<file path="config.mk">
export PLATFORM = sky130hd
export DESIGN_NAME = dispatch_resource_ctrl_flat
export DESIGN_NICKNAME = d
export VERILOG_FILES = /design/src/rtl/dispatch_resource_ctrl_if.sv /design/src/rtl/dispatch_resource_ctrl.sv /design/src/flat_wrapper.sv
export SDC_FILE = /design/constraint.sdc
export NUM_CORES = 1
export LEC_CHECK = 0
export BUFFER_PORTS_ARGS = -buffer_cell sky130_fd_sc_hd__buf_4
export CAP_MARGIN = 20
export CELL_PAD_IN_SITES_DETAIL_PLACEMENT = 1
export CELL_PAD_IN_SITES_GLOBAL_PLACEMENT = 1
export CORE_ASPECT_RATIO = 0.6
export CORE_MARGIN = 2
export CORE_UTILIZATION = 46
export CTS_BUF_LIST = sky130_fd_sc_hd__clkbuf_2 sky130_fd_sc_hd__clkbuf_4 sky130_fd_sc_hd__clkbuf_8
export DETAILED_ROUTE_END_ITERATION = 7
export GPL_TIMING_DRIVEN = 0
export PLACE_DENSITY_LB_ADDON = 0.1
export SYNTH_ARGS = -nofsm -noshare
export SYNTH_HDL_FRONTEND = slang
export SYNTH_SLANG_ARGS = --single-unit
</file>
<file path="constraint.sdc">
create_clock -name clock -period 10.4 [get_ports clock]
set_input_delay 1.56 -clock clock [delete_from_list [all_inputs] [get_ports clock]]
set_output_delay 1.56 -clock clock [all_outputs]
set_load 0.01 [all_outputs]
</file>
<file path="src/rtl/dispatch_resource_ctrl_if.sv">
// Dispatch admission bundle: decode-side lane info, release counts,
// squash, and the hazard/count results returned to dispatch.
interface dispatch_resource_ctrl_if #(
   parameter int WIDTH    = 2,
   parameter int ROB_SIZE = 32,
   parameter int RS_SIZE  = 16,
   parameter int LSQ_SIZE = 8
);
   localparam int CW = $clog2(WIDTH + 1);
   localparam int RW = $clog2(ROB_SIZE + 1);
   localparam int SW = $clog2(RS_SIZE + 1);
   localparam int LW = $clog2(LSQ_SIZE + 1);

   logic [WIDTH-1:0] valid_inst;
   logic [WIDTH-1:0] needs_lsq;
   logic [WIDTH-1:0] is_halt;
   logic [CW-1:0]    rob_retire_cnt;
   logic [CW-1:0]    rs_release_cnt;
   logic [CW-1:0]    lsq_release_cnt;
   logic             squash;
   logic [WIDTH-1:0] ROB_hazard;
   logic [WIDTH-1:0] RS_hazard;
   logic [CW-1:0]    dispatch_cnt;
   logic [RW-1:0]    rob_free;
   logic [SW-1:0]    rs_free;
   logic [LW-1:0]    lsq_free;
   logic             halted;

   modport master (
      output valid_inst, needs_lsq, is_halt,
      output rob_retire_cnt, rs_release_cnt, lsq_release_cnt, squash,
      input  ROB_hazard, RS_hazard, dispatch_cnt,
      input  rob_free, rs_free, lsq_free, halted
   );

   modport slave (
      input  valid_inst, needs_lsq, is_halt,
      input  rob_retire_cnt, rs_release_cnt, lsq_release_cnt, squash,
      output ROB_hazard, RS_hazard, dispatch_cnt,
      output rob_free, rs_free, lsq_free, halted
   );
endinterface

</file>
<file path="src/rtl/dispatch_resource_ctrl.sv">
// Superscalar dispatch admission controller: tracks ROB/RS/LSQ free
// entries, derives per-lane hazards for in-order prefix dispatch, and
// sequences squash recovery and halt.
module dispatch_resource_ctrl #(
   parameter int WIDTH    = 2,
   parameter int ROB_SIZE = 32,
   parameter int RS_SIZE  = 16,
   parameter int LSQ_SIZE = 8
) (
   input logic                   clock,
   input logic                   reset,
   dispatch_resource_ctrl_if.slave dif
);
   localparam int CW  = $clog2(WIDTH + 1);
   localparam int RW  = $clog2(ROB_SIZE + 1);
   localparam int SW  = $clog2(RS_SIZE + 1);
   localparam int LW  = $clog2(LSQ_SIZE + 1);
   localparam int M1  = (RW > SW) ? RW : SW;
   localparam int M2  = (LW > CW) ? LW : CW;
   localparam int MW  = (M1 > M2) ? M1 : M2;

   typedef enum logic [1:0] {ST_RUN, ST_RECOVER, ST_HALTED} state_t;

   state_t           r_state;
   state_t           w_state_nxt;
   logic [RW-1:0]    r_rob_free;
   logic [SW-1:0]    r_rs_free;
   logic [LW-1:0]    r_lsq_free;

   logic [CW-1:0]    w_nv;
   logic [CW-1:0]    w_nl;
   logic [CW-1:0]    w_cnt;
   logic             w_pre;
   logic             w_halt_disp;
   logic             w_run;
   logic             w_halted;
   logic             w_sq_eff;
   logic [WIDTH-1:0] w_rob_h;
   logic [WIDTH-1:0] w_rs_h;
   logic [WIDTH-1:0] w_disp;
   logic [RW:0]      w_rob_sum;
   logic [SW:0]      w_rs_sum;
   logic [LW:0]      w_lsq_sum;
   logic             w_rob_ovf;
   logic             w_rs_ovf;
   logic             w_lsq_ovf;
   logic [RW-1:0]    w_rob_nxt;
   logic [SW-1:0]    w_rs_nxt;
   logic [LW-1:0]    w_lsq_nxt;

   // Squash only acts while not halted.
   assign w_sq_eff = dif.squash & (r_state != ST_HALTED);

   // Per-lane hazards and dispatch decisions, walking lanes in program order.
   always_comb begin
      w_nv        = '0;
      w_nl        = '0;
      w_cnt       = '0;
      w_pre       = 1'b0;
      w_halt_disp = 1'b0;
      w_rob_h     = '0;
      w_rs_h      = '0;
      w_disp      = '0;
      for (int unsigned j = 0; j < WIDTH; j++) begin
         w_nv = w_nv + CW'(dif.valid_inst[j]);
         w_nl = w_nl + CW'(dif.valid_inst[j] & dif.needs_lsq[j]);
         w_rob_h[j] = (MW'(w_nv) > MW'(r_rob_free)) | w_pre | ~w_run | dif.squash;
         w_rs_h[j]  = (MW'(w_nv) > MW'(r_rs_free))
                    | (dif.needs_lsq[j] & (MW'(w_nl) > MW'(r_lsq_free)));
         w_disp[j]  = dif.valid_inst[j] & ~w_rob_h[j] & ~w_rs_h[j];
         // A stalled lane or a dispatched halt ends the dispatchable prefix.
         w_pre       = w_pre | (dif.valid_inst[j] & ~w_disp[j]) | (w_disp[j] & dif.is_halt[j]);
         w_halt_disp = w_halt_disp | (w_disp[j] & dif.is_halt[j]);
         w_cnt       = w_cnt + CW'(w_disp[j]);
      end
   end

   // Next free counts; sums carry one extra bit so overflow is detectable.
   always_comb begin
      w_rob_sum = (RW+1)'(r_rob_free) - (RW+1)'(w_cnt) + (RW+1)'(dif.rob_retire_cnt);
      w_rs_sum  = (SW+1)'(r_rs_free)  - (SW+1)'(w_cnt) + (SW+1)'(dif.rs_release_cnt);
      w_lsq_sum = (LW+1)'(r_lsq_free) - (LW+1)'(w_nl & {CW{1'b0}})
                - (LW+1)'($countones(w_disp & dif.needs_lsq))
                + (LW+1)'(dif.lsq_release_cnt);
      w_rob_ovf = w_rob_sum > (RW+1)'(ROB_SIZE);
      w_rs_ovf  = w_rs_sum  > (SW+1)'(RS_SIZE);
      w_lsq_ovf = w_lsq_sum > (LW+1)'(LSQ_SIZE);
      w_rob_nxt = w_rob_ovf ? RW'(ROB_SIZE) : w_rob_sum[RW-1:0];
      w_rs_nxt  = w_rs_ovf  ? SW'(RS_SIZE)  : w_rs_sum[SW-1:0];
      w_lsq_nxt = w_lsq_ovf ? LW'(LSQ_SIZE) : w_lsq_sum[LW-1:0];
   end

   // Free-count registers: reset/squash reload to full, otherwise account.
   always_ff @(posedge clock) begin
      if (reset) begin
         r_rob_free <= RW'(ROB_SIZE);
         r_rs_free  <= SW'(RS_SIZE);
         r_lsq_free <= LW'(LSQ_SIZE);
      end else if (w_sq_eff) begin
         r_rob_free <= RW'(ROB_SIZE);
         r_rs_free  <= SW'(RS_SIZE);
         r_lsq_free <= LW'(LSQ_SIZE);
      end else begin
         r_rob_free <= w_rob_nxt;
         r_rs_free  <= w_rs_nxt;
         r_lsq_free <= w_lsq_nxt;
      end
   end

   // Releasing more entries than are outstanding is a protocol error.
   always_ff @(posedge clock) begin
      if (!reset && !w_sq_eff) begin
         assert (!w_rob_ovf && !w_rs_ovf && !w_lsq_ovf);
      end
   end

   // Control state register.
   always_ff @(posedge clock) begin
      if (reset) begin
         r_state <= ST_RUN;
      end else begin
         r_state <= w_state_nxt;
      end
   end

   // Next-state and state-decoded flags.
   always_comb begin
      w_state_nxt = r_state;
      w_run       = 1'b0;
      w_halted    = 1'b0;
      case (r_state)
         ST_RUN: begin
            w_run = 1'b1;
            if (dif.squash) begin
               w_state_nxt = ST_RECOVER;
            end else if (w_halt_disp) begin
               w_state_nxt = ST_HALTED;
            end
         end
         ST_RECOVER: begin
            w_state_nxt = dif.squash ? ST_RECOVER : ST_RUN;
         end
         ST_HALTED: begin
            w_halted = 1'b1;
         end
         default: begin
            w_state_nxt = ST_RUN;
         end
      endcase
   end

   assign dif.ROB_hazard   = w_rob_h;
   assign dif.RS_hazard    = w_rs_h;
   assign dif.dispatch_cnt = w_cnt;
   assign dif.rob_free     = r_rob_free;
   assign dif.rs_free      = r_rs_free;
   assign dif.lsq_free     = r_lsq_free;
   assign dif.halted       = w_halted;
endmodule

</file>
<file path="src/flat_wrapper.sv">
// flat-port wrapper written by rule: the top's interface ports become plain ports
module dispatch_resource_ctrl_flat 
#(
   parameter int WIDTH    = 2,
   parameter int ROB_SIZE = 32,
   parameter int RS_SIZE  = 16,
   parameter int LSQ_SIZE = 8
)
  (clock, reset, dif_valid_inst, dif_needs_lsq, dif_is_halt, dif_rob_retire_cnt, dif_rs_release_cnt, dif_lsq_release_cnt, dif_squash, dif_ROB_hazard, dif_RS_hazard, dif_dispatch_cnt, dif_rob_free, dif_rs_free, dif_lsq_free, dif_halted);
  dispatch_resource_ctrl_if #(.WIDTH(WIDTH), .ROB_SIZE(ROB_SIZE), .RS_SIZE(RS_SIZE), .LSQ_SIZE(LSQ_SIZE)) dif_i ();
  input logic clock;
  input logic reset;
  input wire logic [$bits(dif_i.valid_inst)-1:0] dif_valid_inst;
  input wire logic [$bits(dif_i.needs_lsq)-1:0] dif_needs_lsq;
  input wire logic [$bits(dif_i.is_halt)-1:0] dif_is_halt;
  input wire logic [$bits(dif_i.rob_retire_cnt)-1:0] dif_rob_retire_cnt;
  input wire logic [$bits(dif_i.rs_release_cnt)-1:0] dif_rs_release_cnt;
  input wire logic [$bits(dif_i.lsq_release_cnt)-1:0] dif_lsq_release_cnt;
  input wire logic [$bits(dif_i.squash)-1:0] dif_squash;
  output wire logic [$bits(dif_i.ROB_hazard)-1:0] dif_ROB_hazard;
  output wire logic [$bits(dif_i.RS_hazard)-1:0] dif_RS_hazard;
  output wire logic [$bits(dif_i.dispatch_cnt)-1:0] dif_dispatch_cnt;
  output wire logic [$bits(dif_i.rob_free)-1:0] dif_rob_free;
  output wire logic [$bits(dif_i.rs_free)-1:0] dif_rs_free;
  output wire logic [$bits(dif_i.lsq_free)-1:0] dif_lsq_free;
  output wire logic [$bits(dif_i.halted)-1:0] dif_halted;
  assign dif_i.valid_inst = dif_valid_inst;
  assign dif_i.needs_lsq = dif_needs_lsq;
  assign dif_i.is_halt = dif_is_halt;
  assign dif_i.rob_retire_cnt = dif_rob_retire_cnt;
  assign dif_i.rs_release_cnt = dif_rs_release_cnt;
  assign dif_i.lsq_release_cnt = dif_lsq_release_cnt;
  assign dif_i.squash = dif_squash;
  assign dif_ROB_hazard = dif_i.ROB_hazard;
  assign dif_RS_hazard = dif_i.RS_hazard;
  assign dif_dispatch_cnt = dif_i.dispatch_cnt;
  assign dif_rob_free = dif_i.rob_free;
  assign dif_rs_free = dif_i.rs_free;
  assign dif_lsq_free = dif_i.lsq_free;
  assign dif_halted = dif_i.halted;
  dispatch_resource_ctrl #(.WIDTH(WIDTH), .ROB_SIZE(ROB_SIZE), .RS_SIZE(RS_SIZE), .LSQ_SIZE(LSQ_SIZE)) u_core (.clock(clock), .reset(reset), .dif(dif_i));
endmodule
</file>
==> reports/results.txt, run 1 <==
The starting density of the core came out at 0.4832. The async set or reset register ratio after synthesis was 0; the minimum clock period was 5.378 ns. Summed over all layers, the routed wires come to 4617 um. The die is 52.16 um tall. The first detailed-routing pass took 4 iterations.

After clock tree synthesis, the clock-pin slew on the worst setup and hold paths is 0.07 ns. In this run, placement finished with an instance count of 291. Buffers inserted during clock tree synthesis total 3. The initial antenna violation count was 0; the clock skew was 0.006539 ns. The tools report the achievable clock frequency as 0.1860 GHz. The utilization of the core after routing was 0.5852. For the fill cell total of the finished layout, the log shows 464. TritonCTS built the clock tree.

The share of the clock period used by the worst path was 0.5171; the sequential power share was 0.177. Across the run, the number of max-cap violations was 0. The post-synthesis sequential area ratio came out at 0.1914. Pin placement for this block handled 37 I/O pins. The run gives 0.3532 as the global-route met2 utilization. The quantity of I/O buffers inserted on ports came out at 36.

Internal power comes to 0.3210 mW. For the worst setup path, the data required time is 10.57 ns. The logs give 0.5706 for the worst-case headroom to the max-slew limit and 0.26 ns for the clock latency on the worst-skew pair. In this run the most used layer during global routing was met2. Counting flops with a built-in enable in the synthesized netlist gives 0.

The run gives 1633 as the number of global-route vias before repair. The run gives 0 as the max-slew violation count. Summed over all cells, the static leakage comes to 1.080 nW.

The category of the worst setup path capture point is a register. Leaving out fill and tap cells, the most frequent cells in the layout are 43 x inv_1, 36 x ha_1, 36 x buf_4, 17 x nor2_1, 17 x dfxtp_1. From synthesis to final layout, the design area changed by 21.11%. The logs give 295 for the count of placed standard cells in the final layout, fillers left out and 11 for the largest net degree at the start of global routing.

The net switching power is 0.3133 mW, and the count of yosys warnings during synthesis is 0. Synthesis inferred 17 register bits. For the part of the total power dissipated in combinational logic, the log shows 0.744. Synthesis produced a netlist whose cell count is 208. Dividing the detail-routed via count by the number of cells gives 5.353. The final-stage net count was 306. Setup repair after global routing left no endpoint under its margin.

The logs give 0.8488 for the routability-driven placement congestion ratio and 0 for the total of cells resized after clock tree synthesis. The worst setup path is of the in2reg kind. The floorplan has 17 rows. The netlist uses 42 different library cells.

The detailed-route DRC error count was 0; the post-synthesis instance area was 1778 um2. Global routing usage on met1: 0.3337. The placeable core region came out at 3680 um2.

STA classifies the critical path startpoint as an input pin. The sum of net half-perimeters after detailed placement was 4109 um; the actual transition at the worst max-transition pin was 0.6357 ns. For the final hold violation count, the log shows 0.

The die outline width is 84.26 um. The clock drives 17 sinks. The detail route stage leaves a number of antenna-violating nets equal to 0.

The clock passes through at most 2 buffers. Among all flip-flop cells after synthesis, the most frequent one is dfxtp_1. The average footprint of a synthesized cell is 8.548 um2. The number of hold buffers added after CTS was 0.

The die footprint is 4395 um2, and the total number of vias is 1579. For the worst setup path, the data arrival time is 5.55 ns. The fraction of final layout cells with drive strength greater than 1 is 0.1815, and the power density relative to cell area is 294.5 nW/um2. The wire length per cell was 15.65 um. The run finished with clean final reports. The logs give 0.2243 for the aggregate global-route resource usage and 7679 um for the first-pass GRT wire length. The number of setup buffers added after CTS is 0. Total number of H-tree levels: 1.

The final sum of negative setup slack is 0 ns. The share of total power consumed by net switching works out to 0.4940. In this run the worst path has a maximum fanout of 3. Share of total power in the clock network: 0.079. The type of the worst min-delay path was reg2reg.

0 antenna diodes ended up in the layout. The met3 global-route usage was 0.03810. The root buffer cell chosen for the clock tree is clkbuf_8. VDD sags by at most 145.8 uV. The overflow left after global routing is 0, and the synthesized net count is 265. The logs give 0 for the total of endpoints with negative setup slack in the final report and 61 for the count of routing violations after the opening detailed-route iteration. The library cell used most frequently in the layout, excluding fill and tap cells, is inv_1.
[through the flow]
step / setup WS, ns / cell area (um2) / power [mW] / hold WS, ns
global route: 4.616 / 2153 / 0.7048 / 0.4671
detailed placement: 4.738 / 2107 / 0.5824 / 0.4428
finish: 5.022 / 2153 / 0.6342 / 0.4516
floorplan: 5.258 / 1778 / 0.4362 / 0.4190
CTS: 4.986 / 2153 / 0.6363 / 0.4615
global placement: 4.853 / 2107 / 0.5631 / 0.4343
[path summary, 6_finish.rpt]
path                               startpoint                                 to  slack [ns]  depth (start not counted)
max                          dif_needs_lsq[1]  u_core.dif.rob_free[1]$_SDFF_PP0_        5.02                         18
min            u_core.r_state[1]$_SDFFE_PP0P_     u_core.r_state[0]$_SDFFE_PP0P_        0.45                          1
max reg2reg  u_core.dif.rs_free[4]$_SDFF_PP1_  u_core.dif.rob_free[1]$_SDFF_PP0_        6.06                         16
min reg2reg    u_core.r_state[1]$_SDFFE_PP0P_     u_core.r_state[0]$_SDFFE_PP0P_        0.45                          1
[power groups by stage]
stage	logic (mW)	clock network, mW	registers, mW
6_report	0.472	0.0502	0.112
5_1_grt	0.536	0.0545	0.114
4_1_cts	0.473	0.0520	0.111
3_5_place_dp	0.470	0	0.113
3_3_place_gp	0.452	0	0.111
2_1_floorplan	0.322	0	0.114
[state kept, by name, summed over array words and instances, names as in the netlist]
register             count
u_core.dif.lsq_free      4
u_core.dif.rob_free      6
u_core.dif.rs_free       5
u_core.r_state           2
[logic make-up after synthesis]
family | count (synthesis) | synth area share
DFF | 17 | 0.1914
xor gates and xnor gates | 6 | 0.02956
AOI/OAI and AO/OA | 39 | 0.1626
adders and majority gates | 42 | 0.3209
buffers and inverters | 43 | 0.09078
and+or+nand+nor | 61 | 0.2048
[final cells by class]
type                       count  area, um2  area share
timing repair buffer          36      270.3      0.1255
tap                           47      58.81     0.02731
inverter                      43      161.4     0.07496
sequential                    17      340.3      0.1580
multi-input combinational    148       1276      0.5927
clock inverter                 1      5.005    0.002324
clock buffer                   3      41.29     0.01917
[critical path, stage by stage]
cell	delay, ns
buf_4	0.12
and2_1	0.16
ha_1	0.18
ha_1	0.28
nor2b_1	0.14
o2111ai_1	0.22
nand3_1	0.15
nor3b_2	0.25
ha_1	0.32
ha_1	0.30
inv_1	0.04
ha_1	0.20
fa_1	0.41
a211oi_1	0.46
nor2_1	0.12
xnor2_1	0.25
a41oi_2	0.16
nor3b_1	0.24
[metal layers]
layer | up-vias | part of all wire
met3 | 2 | 0.041
li1 | 803 | -
met1 | 746 | 0.55
met5 | - | 0
met4 | 0 | 0.0017
met2 | 28 | 0.41
[cell usage after synthesis (2+ instances only)]
cell type / number / area share
dfxtp_1: 17 / 0.19
nand3b_1: 3 / 0.013
nand2b_1: 4 / 0.014
a211o_1: 3 / 0.015
o21ai_0: 3 / 0.0084
nor3_1: 3 / 0.0084
o2111ai_1: 3 / 0.015
and2_1: 3 / 0.011
a21o_1: 4 / 0.017
nor4b_1: 2 / 0.0099
inv_1: 43 / 0.091
nor2b_1: 4 / 0.014
a21oi_1: 10 / 0.028
xnor2_1: 6 / 0.030
nor3b_1: 4 / 0.017
ha_1: 36 / 0.25
fa_1: 6 / 0.068
a211oi_1: 2 / 0.0084
nand3_1: 3 / 0.0084
a21boi_0: 2 / 0.0084
nor2_1: 17 / 0.036
nand2_1: 6 / 0.013
o311ai_0: 2 / 0.0099
and3_1: 2 / 0.0070
nand4b_1: 3 / 0.015
Note: power is estimated with default switching activity, not from simulation.
==> inputs of run 2 (changes only) <==
--- a/config.mk
+++ b/config.mk
@@ -5,13 +5,14 @@
 export SDC_FILE = /design/constraint.sdc
 export NUM_CORES = 1
 export LEC_CHECK = 0
+export ABC_AREA = 1
 export BUFFER_PORTS_ARGS = -buffer_cell sky130_fd_sc_hd__buf_4
 export CAP_MARGIN = 20
 export CELL_PAD_IN_SITES_DETAIL_PLACEMENT = 1
 export CELL_PAD_IN_SITES_GLOBAL_PLACEMENT = 1
 export CORE_ASPECT_RATIO = 0.6
 export CORE_MARGIN = 2
-export CORE_UTILIZATION = 46
+export CORE_UTILIZATION = 37
 export CTS_BUF_LIST = sky130_fd_sc_hd__clkbuf_2 sky130_fd_sc_hd__clkbuf_4 sky130_fd_sc_hd__clkbuf_8
 export DETAILED_ROUTE_END_ITERATION = 7
 export GPL_TIMING_DRIVEN = 0
==> constraint.sdc (replaced) <==
create_clock -name clock -period 4.8 [get_ports clock]
set_input_delay 0.72 -clock clock [delete_from_list [all_inputs] [get_ports clock]]
set_output_delay 0.72 -clock clock [all_outputs]
set_load 0.01 [all_outputs]
==> reports/results.txt, run 2 <==
The synthesized netlist occupies a cell area of 1723 um2. In this run, synthesis inferred 0 flip-flops with an integrated enable. The die span in y is 56.86 um, and the post-CTS clock slew at the launch and capture registers of the worst setup and hold paths is 0.07 ns. The worst endpoint required time is 4.99 ns. The worst slack at placement was 0.3705 ns. The combined area of the multi-input logic cells was 1142 um2.

Detailed placement ended at an HPWL of 3752 um. The top-area cell type share of the netlist area was 0.2614. For this design the total switching power over the nets is 0.6435 mW.

For the global-route met2 utilization, the log shows 0.2479. After floorplanning, the core was sized to cover 4517 um2. The power density relative to cell area is 601.1 nW/um2, and the detailed-route DRC error count is 0. The tree is rooted in a clkbuf_8. Routability-driven placement finished with a final weighted congestion of 0.7965. The final hold violation count is 0. Sequential power share: 0.189.

Leaving out fill and tap cells, the most frequent cell in the layout is inv_1. The tools report the number of global-route vias before repair as 1558. In this run, the number of DRC markers left after iteration 0 of detailed routing was 31. After layout, the minimum clock period comes to 4.174 ns. The tools report the number of violations of the max-capacitance limit as 0. The logs give 0 for the total of cells resized after clock tree synthesis and 1.211 nW for the standby leakage power. Share of the clock period used by the worst path: 0.8696.

Synthesis produced a netlist with a net count of 292. For this design, the CTS-stage hold fixing added 0 buffers. TritonCTS built the clock tree. The average instance in the mapped netlist occupies 7.331 um2. The fraction of final layout cells with drive strength greater than 1 came out at 0.1673. The largest net degree at the start of global routing was 10. The run gives 24 as the number of distinct library cells after synthesis. The maximum clock insertion buffer count is 2, and the starting density of the core is 0.3814. Setup repair after global routing left no endpoint under its margin. The worst-case headroom to the max-slew limit is 0.7963. The total number of H-tree levels is 1, and the clock latency on the worst-skew pair is 0.25 ns. The run finished with clean final reports. For the met3 global-route usage, the log shows 0.04698.

The run gives 4.37 ns as the arrival time of the worst setup path. The part of the total power dissipated in combinational logic is 0.721, and the async set or reset register ratio after synthesis is 0. Die outline width: 92.10 um. Setup violations remaining at the end of the flow were counted as 0.

For the max-slew violation count, the log shows 0. After clock tree synthesis, the setup repair step added 0 buffers. For this run the aggregate overflow at the end of global routing stands at 0. The share of total power in the clock network was 0.090; the wire length per cell was 12.34 um. For this run, the detailed router's first-pass iteration total came to 4. The global routing usage on met1 is 0.2842, and the number of flip-flops in the largest register is 6. By area the synthesized netlist is led by ha_1 26%, dfxtp_1 20%, inv_1 14%. The type of origin of the critical path was an input pin.

The repair_antennas step left the layout with diodes totalling 0. STA classifies the critical path endpoint as a register. Among all flip-flop cells after synthesis, the most frequent one is dfxtp_1.

The antenna violation net count after detailed routing came out at 0. The share of total power consumed by net switching came out at 0.5048. Leaving out fill and tap cells, the most frequent cells in the layout are 64 x inv_1, 36 x ha_1, 36 x buf_4, 26 x nand2_1, 25 x nor2_1. For this run, the post-layout net count is 333. Synthesis inferred 17 register bits. met1 is the most crowded layer. Among all cell types in the netlist, the one instantiated most often is inv_1. The area growth from synthesis to layout is 23.09%. The post-synthesis sequential area ratio came out at 0.1975. For the total number of clock tree sinks, the log shows 17. The logs give 260.5 uV for the peak supply drop and 0.1809 for the aggregate global-route resource usage. The run gives 0 as the count of yosys warnings during synthesis. The wire length after detailed routing came out at 4171 um. The filler cells instantiated in the layout total 593. TritonCTS created 3 clock buffers. The routed via count divided by cell count is 4.479. Counting instances in the post-synthesis netlist gives the leading cell types as 64 x inv_1, 36 x ha_1, 26 x nand2_1, 25 x nor2_1, 17 x dfxtp_1.

Derived from the worst setup path, the maximum achievable clock frequency is 0.2396 GHz. For the pin with the worst max-slew slack, the measured transition is 0.3032 ns. The floorplan has 19 rows.

The worst setup path is of the in2reg kind. The die covers 5236 um2. The logs give 0.006477 ns for the clock skew and 0.6260 ns for the worst path setup slack after routing. The initial antenna violation count came out at 0.

The run gives 340.3 um2 as the area of all sequential standard cells. The maximum fanout along the worst path was 5; the total power draw was 1.275 mW. The detailed router placed 1514 vias in this run. Input and output buffers added on the ports amount to 36. The post-synthesis cell count was 235; the internal power was 0.6313 mW. The top-level port count was 37.

The logs give 0 ns for the final sum of negative setup slack and 7458 um for the first-pass GRT wire length. Type of the worst min-delay path: reg2reg. The library cell occupying the most area in the post-synthesis netlist was ha_1.
## run 2: changes by cell type in the layout (fill, tap and decap cells not counted), moves of 4 or more
cell | before | now
inv_1 | 43 | 64
nand2_1 | 6 | 26
nand3_1 | 3 | 14
nor2_1 | 17 | 25
xor2_1 | 0 | 6
nand4_1 | 0 | 5
a21o_1 | 4 | 0
nand2b_1 | 4 | 0
nor2b_1 | 4 | 0
o21bai_1 | 0 | 4
xnor2_1 | 6 | 2
## run 2: cell type report
cell class / count / share of cell area
Clock buffer: 4 / 0.02301
Inverter: 64 / 0.1133
Multi-Input combinational cell: 154 / 0.5386
Sequential cell: 17 / 0.1605
Tap cell: 63 / 0.03717
Timing Repair Buffer: 36 / 0.1274
## run 2: through the flow
stage / cells / hold slack (ns) / cell area (um2) / utilization
6_report: 338 / 0.5373 / 2121 / 0.4695
5_1_grt: 338 / 0.5971 / 2121 / 0.4695
4_1_cts: 338 / 0.5445 / 2121 / 0.4695
3_3_place_gp: 334 / 0.5276 / 2072 / 0.4587
3_5_place_dp: 334 / 0.5336 / 2072 / 0.4587
2_1_floorplan: 235 / 0.5010 / 1723 / -
## run 2: worst paths after layout
kind	startpoint	endpoint	slack, ns	depth (start not counted)
setup / recovery	dif_needs_lsq[0]	u_core.dif.rob_free[3]$_SDFF_PP0_	0.63	22
hold / removal	u_core.r_state[1]$_SDFFE_PP0P_	u_core.r_state[0]$_SDFFE_PP0P_	0.54	3
hold reg to reg	u_core.r_state[1]$_SDFFE_PP0P_	u_core.r_state[0]$_SDFFE_PP0P_	0.54	3
setup reg to reg	u_core.dif.rob_free[2]$_SDFF_PP0_	u_core.dif.rob_free[3]$_SDFF_PP0_	0.92	22
## run 2: worst max-delay path, stage by stage
cell and delay [ns]:
buf_4 0.12, nand2_1 0.08, inv_1 0.05, ha_1 0.27, inv_1 0.04, ha_1 0.26, nand2_1 0.06, nand3_1 0.05
o21ai_0 0.22, nor2_1 0.09, nand2_1 0.13, inv_1 0.06, ha_1 0.25, fa_1 0.52, inv_1 0.07, fa_1 0.49
xor2_1 0.18, nor3_1 0.26, nand3_1 0.12, nand2_1 0.11, nand2_2 0.10, nor2_1 0.11
## run 2: cell families (layout without fill, tap and decap cells)
| kind of cell | after synthesis | count (layout) | synth area share |
|---|---|---|---|
| fa+ha+maj | 42 | 42 | 0.3312 |
| flops | 17 | 17 | 0.1975 |
| xor+xnor | 8 | 8 | 0.04067 |
| simple gates | 78 | 78 | 0.2019 |
| compound gates | 26 | 26 | 0.08933 |
| buf+inv | 64 | 104 | 0.1394 |
## run 2: routing by layer
layer	share of wire	vias to the layer above	routed length [um]
li1	-	810	-
met1	0.58	670	2420
met2	0.35	32	1477
met3	0.061	2	255
met4	0.0043	0	18
met5	0	-	0
## run 2: power by group through the flow
stage / clock [mW] / sequential (mW) / combinational (mW)
after floorplan: 0 / 0.255 / 0.641
after global placement: 0 / 0.244 / 0.904
after detailed placement: 0 / 0.246 / 0.924
after CTS: 0.121 / 0.243 / 0.933
after global routing: 0.129 / 0.252 / 1.08
final: 0.115 / 0.240 / 0.920
==> inputs of run 3 (changes only) <==
--- a/config.mk
+++ b/config.mk
@@ -8,15 +8,13 @@
 export ABC_AREA = 1
 export BUFFER_PORTS_ARGS = -buffer_cell sky130_fd_sc_hd__buf_4
 export CAP_MARGIN = 20
-export CELL_PAD_IN_SITES_DETAIL_PLACEMENT = 1
-export CELL_PAD_IN_SITES_GLOBAL_PLACEMENT = 1
 export CORE_ASPECT_RATIO = 0.6
 export CORE_MARGIN = 2
-export CORE_UTILIZATION = 37
+export CORE_UTILIZATION = 51
 export CTS_BUF_LIST = sky130_fd_sc_hd__clkbuf_2 sky130_fd_sc_hd__clkbuf_4 sky130_fd_sc_hd__clkbuf_8
 export DETAILED_ROUTE_END_ITERATION = 7
 export GPL_TIMING_DRIVEN = 0
-export PLACE_DENSITY_LB_ADDON = 0.1
+export PLACE_DENSITY = 0.78
 export SYNTH_ARGS = -nofsm -noshare
 export SYNTH_HDL_FRONTEND = slang
 export SYNTH_SLANG_ARGS = --single-unit
==> reports/results.txt, run 3 (synthesized netlist as in run 2, its figures left out) <==
In this run the most critical hold path is launched from u_core.r_state[1]$_SDFFE_PP0P_. The tools report the initial antenna violation count as 0. After detailed routing, the number of remaining DRC violations is 0.

The tree is rooted in a clkbuf_8. For the worst-case headroom to the max-slew limit, the log shows 0.8060. For this design, the slowest cell found on the critical path is fa_1.

For the achievable clock frequency, the log shows 0.2387 GHz. The share of total power in the clock network came out at 0.091. Wires add up to 3672 um.

Walking the worst path, the cells encountered are buf_4, nand2_1, inv_1, ha_1, inv_1, ha_1, nand2_1, nand3_1, o21ai_0, nor2_1, nand2_1, inv_1, ha_1, fa_1, inv_1, fa_1, a31oi_1, xor2_1, nand3_1, nand2_1, nand2_2, nor2_1. Signed area change from the synthesized netlist to the final layout: 21.79%. The register with the most flip-flops in the layout has 6 of them. The number of setup buffers added after CTS is 0.

The category of the worst setup path capture point is a register. The share of total power consumed by net switching works out to 0.5041. In this run the critical register-to-register path is captured at u_core.dif.rob_free[4]$_SDFF_PP0_.

TritonCTS built the clock tree. The die is 79.04 um wide. For this run, the slowest stage of the critical path takes 0.54 ns. The worst register-to-register path has a setup slack of 0.91 ns.

The final route contains 1525 vias. Summed over all nets, the switching power comes to 0.6438 mW. The count of antenna diodes in the layout came out at 0. In this run the critical register-to-register path is launched from u_core.dif.rob_free[2]$_SDFF_PP0_. The worst register-to-register path has a depth of 22. The max-slew violation count came out at 0. The library cell used most frequently in the layout, excluding fill and tap cells, is inv_1. The HPWL after detailed placement is 3225 um. Entering global routing, the biggest net connects 10 pins. The number of iterations in the first detailed-routing pass is 4. Dividing the detail-routed via count by the number of cells gives 4.766. The run gives 0 as the antenna violation net count after detailed routing.

The worst setup path is launched from an input pin. The finished cells cover 2098 um2. The share of the clock period used by the worst path works out to 0.8729. The part of the total power dissipated in combinational logic came out at 0.719. The total number of clock tree sinks is 17, and the area of placed instances is 2049 um2.

Setup repair after global routing left no endpoint under its margin. The total of endpoints with negative setup slack in the final report was 0. Clock latency on the worst-skew pair, taken at its later pin, is 0.26 ns. The floorplan has 16 rows. The worst path in the final design needs a cycle of 4.190 ns, including I/O delays and setup. The number of global-route vias before repair came out at 1372.

The utilization of the core after routing is 0.6470. The run gives 3 as the number of CTS-inserted buffers. The tools report the aggregate global-route resource usage as 0.2071.

The net count of the finished layout is 333. The placeable core region came out at 3243 um2. In the layout the commonest cells are 64 x inv_1, 36 x ha_1, 36 x buf_4, 26 x nand2_1, 25 x nor2_1. 37 I/O pins were placed. Between clock sinks in the finished design, the worst skew comes to 0.009922 ns. The final hold violation count was 0; the hold buffer count at cts was 0.

For the starting density of the core, the log shows 0.5312. The run finished with clean final reports. The quantity of I/O buffers inserted on ports is 36. The maximum clock insertion buffer count is 2, and the peak supply drop is 378.5 uV. The standby leakage power was 1.211 nW; the post-CTS clock slew at the launch and capture registers of the worst setup and hold paths was 0.07 ns. In this run, the number of DRC markers left after iteration 0 of detailed routing was 79.

The critical path is of the in2reg type. The tools report the worst hold slack after final layout as 0.5387 ns. The tools report the die footprint as 3874 um2. At the worst endpoint, the required time is 4.99 ns. The tightest min-delay check is of the reg2reg type. For the first-pass GRT wire length, the log shows 6237 um. The floorplan step set the die height to 49.02 um. The number of violations of the max-capacitance limit is 0, and the fraction of final layout cells with drive strength greater than 1 is 0.1673. The path with the worst hold slack has its endpoint at u_core.r_state[0]$_SDFFE_PP0P_. The overflow left after global routing is 0. The internal power was 0.6333 mW; the arrival time of the worst setup path was 4.38 ns.

The run gives 0.190 as the sequential power share. The tools report the fill cell total of the finished layout as 316. Total number of H-tree levels: 1.

The worst hold path passes through 3 cells. Dividing the detail-routed wire length by the instance count gives 11.48 um. The routability-driven placement congestion ratio is 0.9742. The tools report the final sum of negative setup slack as 0 ns. At the pin with the least slew margin, the transition time is 0.2888 ns. The total of cells resized after clock tree synthesis was 0. The power density relative to cell area is 608.6 nW/um2. The maximum fanout along the worst path was 5.
[run 3: critical path: cells and delay by family]
family | cells | cell delay (ns)
buf+inv | 5 | 0.36
simple gates | 9 | 0.83
fa+ha+maj | 5 | 1.80
compound gates | 2 | 0.47
xor+xnor | 1 | 0.22
[run 3: power groups by stage]
stage               combinational, mW  clock (mW)  sequential [mW]
floorplan                       0.641           0            0.255
finish                          0.919       0.116            0.243
CTS                             0.912       0.120            0.243
global placement                0.884           0            0.244
global route                     1.05       0.124            0.250
detailed placement              0.906           0            0.246
[run 3: worst max-delay path by stage]
stage	start	endpoint	slack (ns)	cells after the start
5_1_grt	dif_valid_inst[0]	u_core.dif.rob_free[4]$_SDFF_PP0_	0.32	22
3_3_place_gp	dif_valid_inst[0]	u_core.dif.rob_free[4]$_SDFF_PP0_	0.40	22
6_report	dif_valid_inst[0]	u_core.dif.rob_free[4]$_SDFF_PP0_	0.61	22
2_1_floorplan	dif_needs_lsq[0]	u_core.dif.rob_free[0]$_SDFF_PP0_	0.71	21
4_1_cts	dif_valid_inst[0]	u_core.dif.rob_free[4]$_SDFF_PP0_	0.63	22
3_5_place_dp	dif_valid_inst[0]	u_core.dif.rob_free[4]$_SDFF_PP0_	0.38	22
[run 3: cell type report]
cell class,instances,area [um2],share of cell area
multi-input combinational,154,1142,0.5444
timing repair buffer,36,270.3,0.1288
inverter,64,240.2,0.1145
clock buffer,4,48.80,0.02326
sequential,17,340.3,0.1622
tap,45,56.30,0.02683
[run 3: through the flow]
step	power [mW]	std cells	setup WS [ns]
2_1_floorplan	0.8956	235	0.7126
4_1_cts	1.275	320	0.6318
3_5_place_dp	1.151	316	0.3803
3_3_place_gp	1.128	316	0.3973
5_1_grt	1.422	320	0.3216
6_report	1.277	320	0.6099
[run 3: per-layer routing]
layer,GRT usage,vias up,wire (um)
li1,-,814,-
met1,0.3291,661,2051
met2,0.2797,48,1357
met3,0.05370,2,245
met4,0.03448,0,17
met5,0,-,0
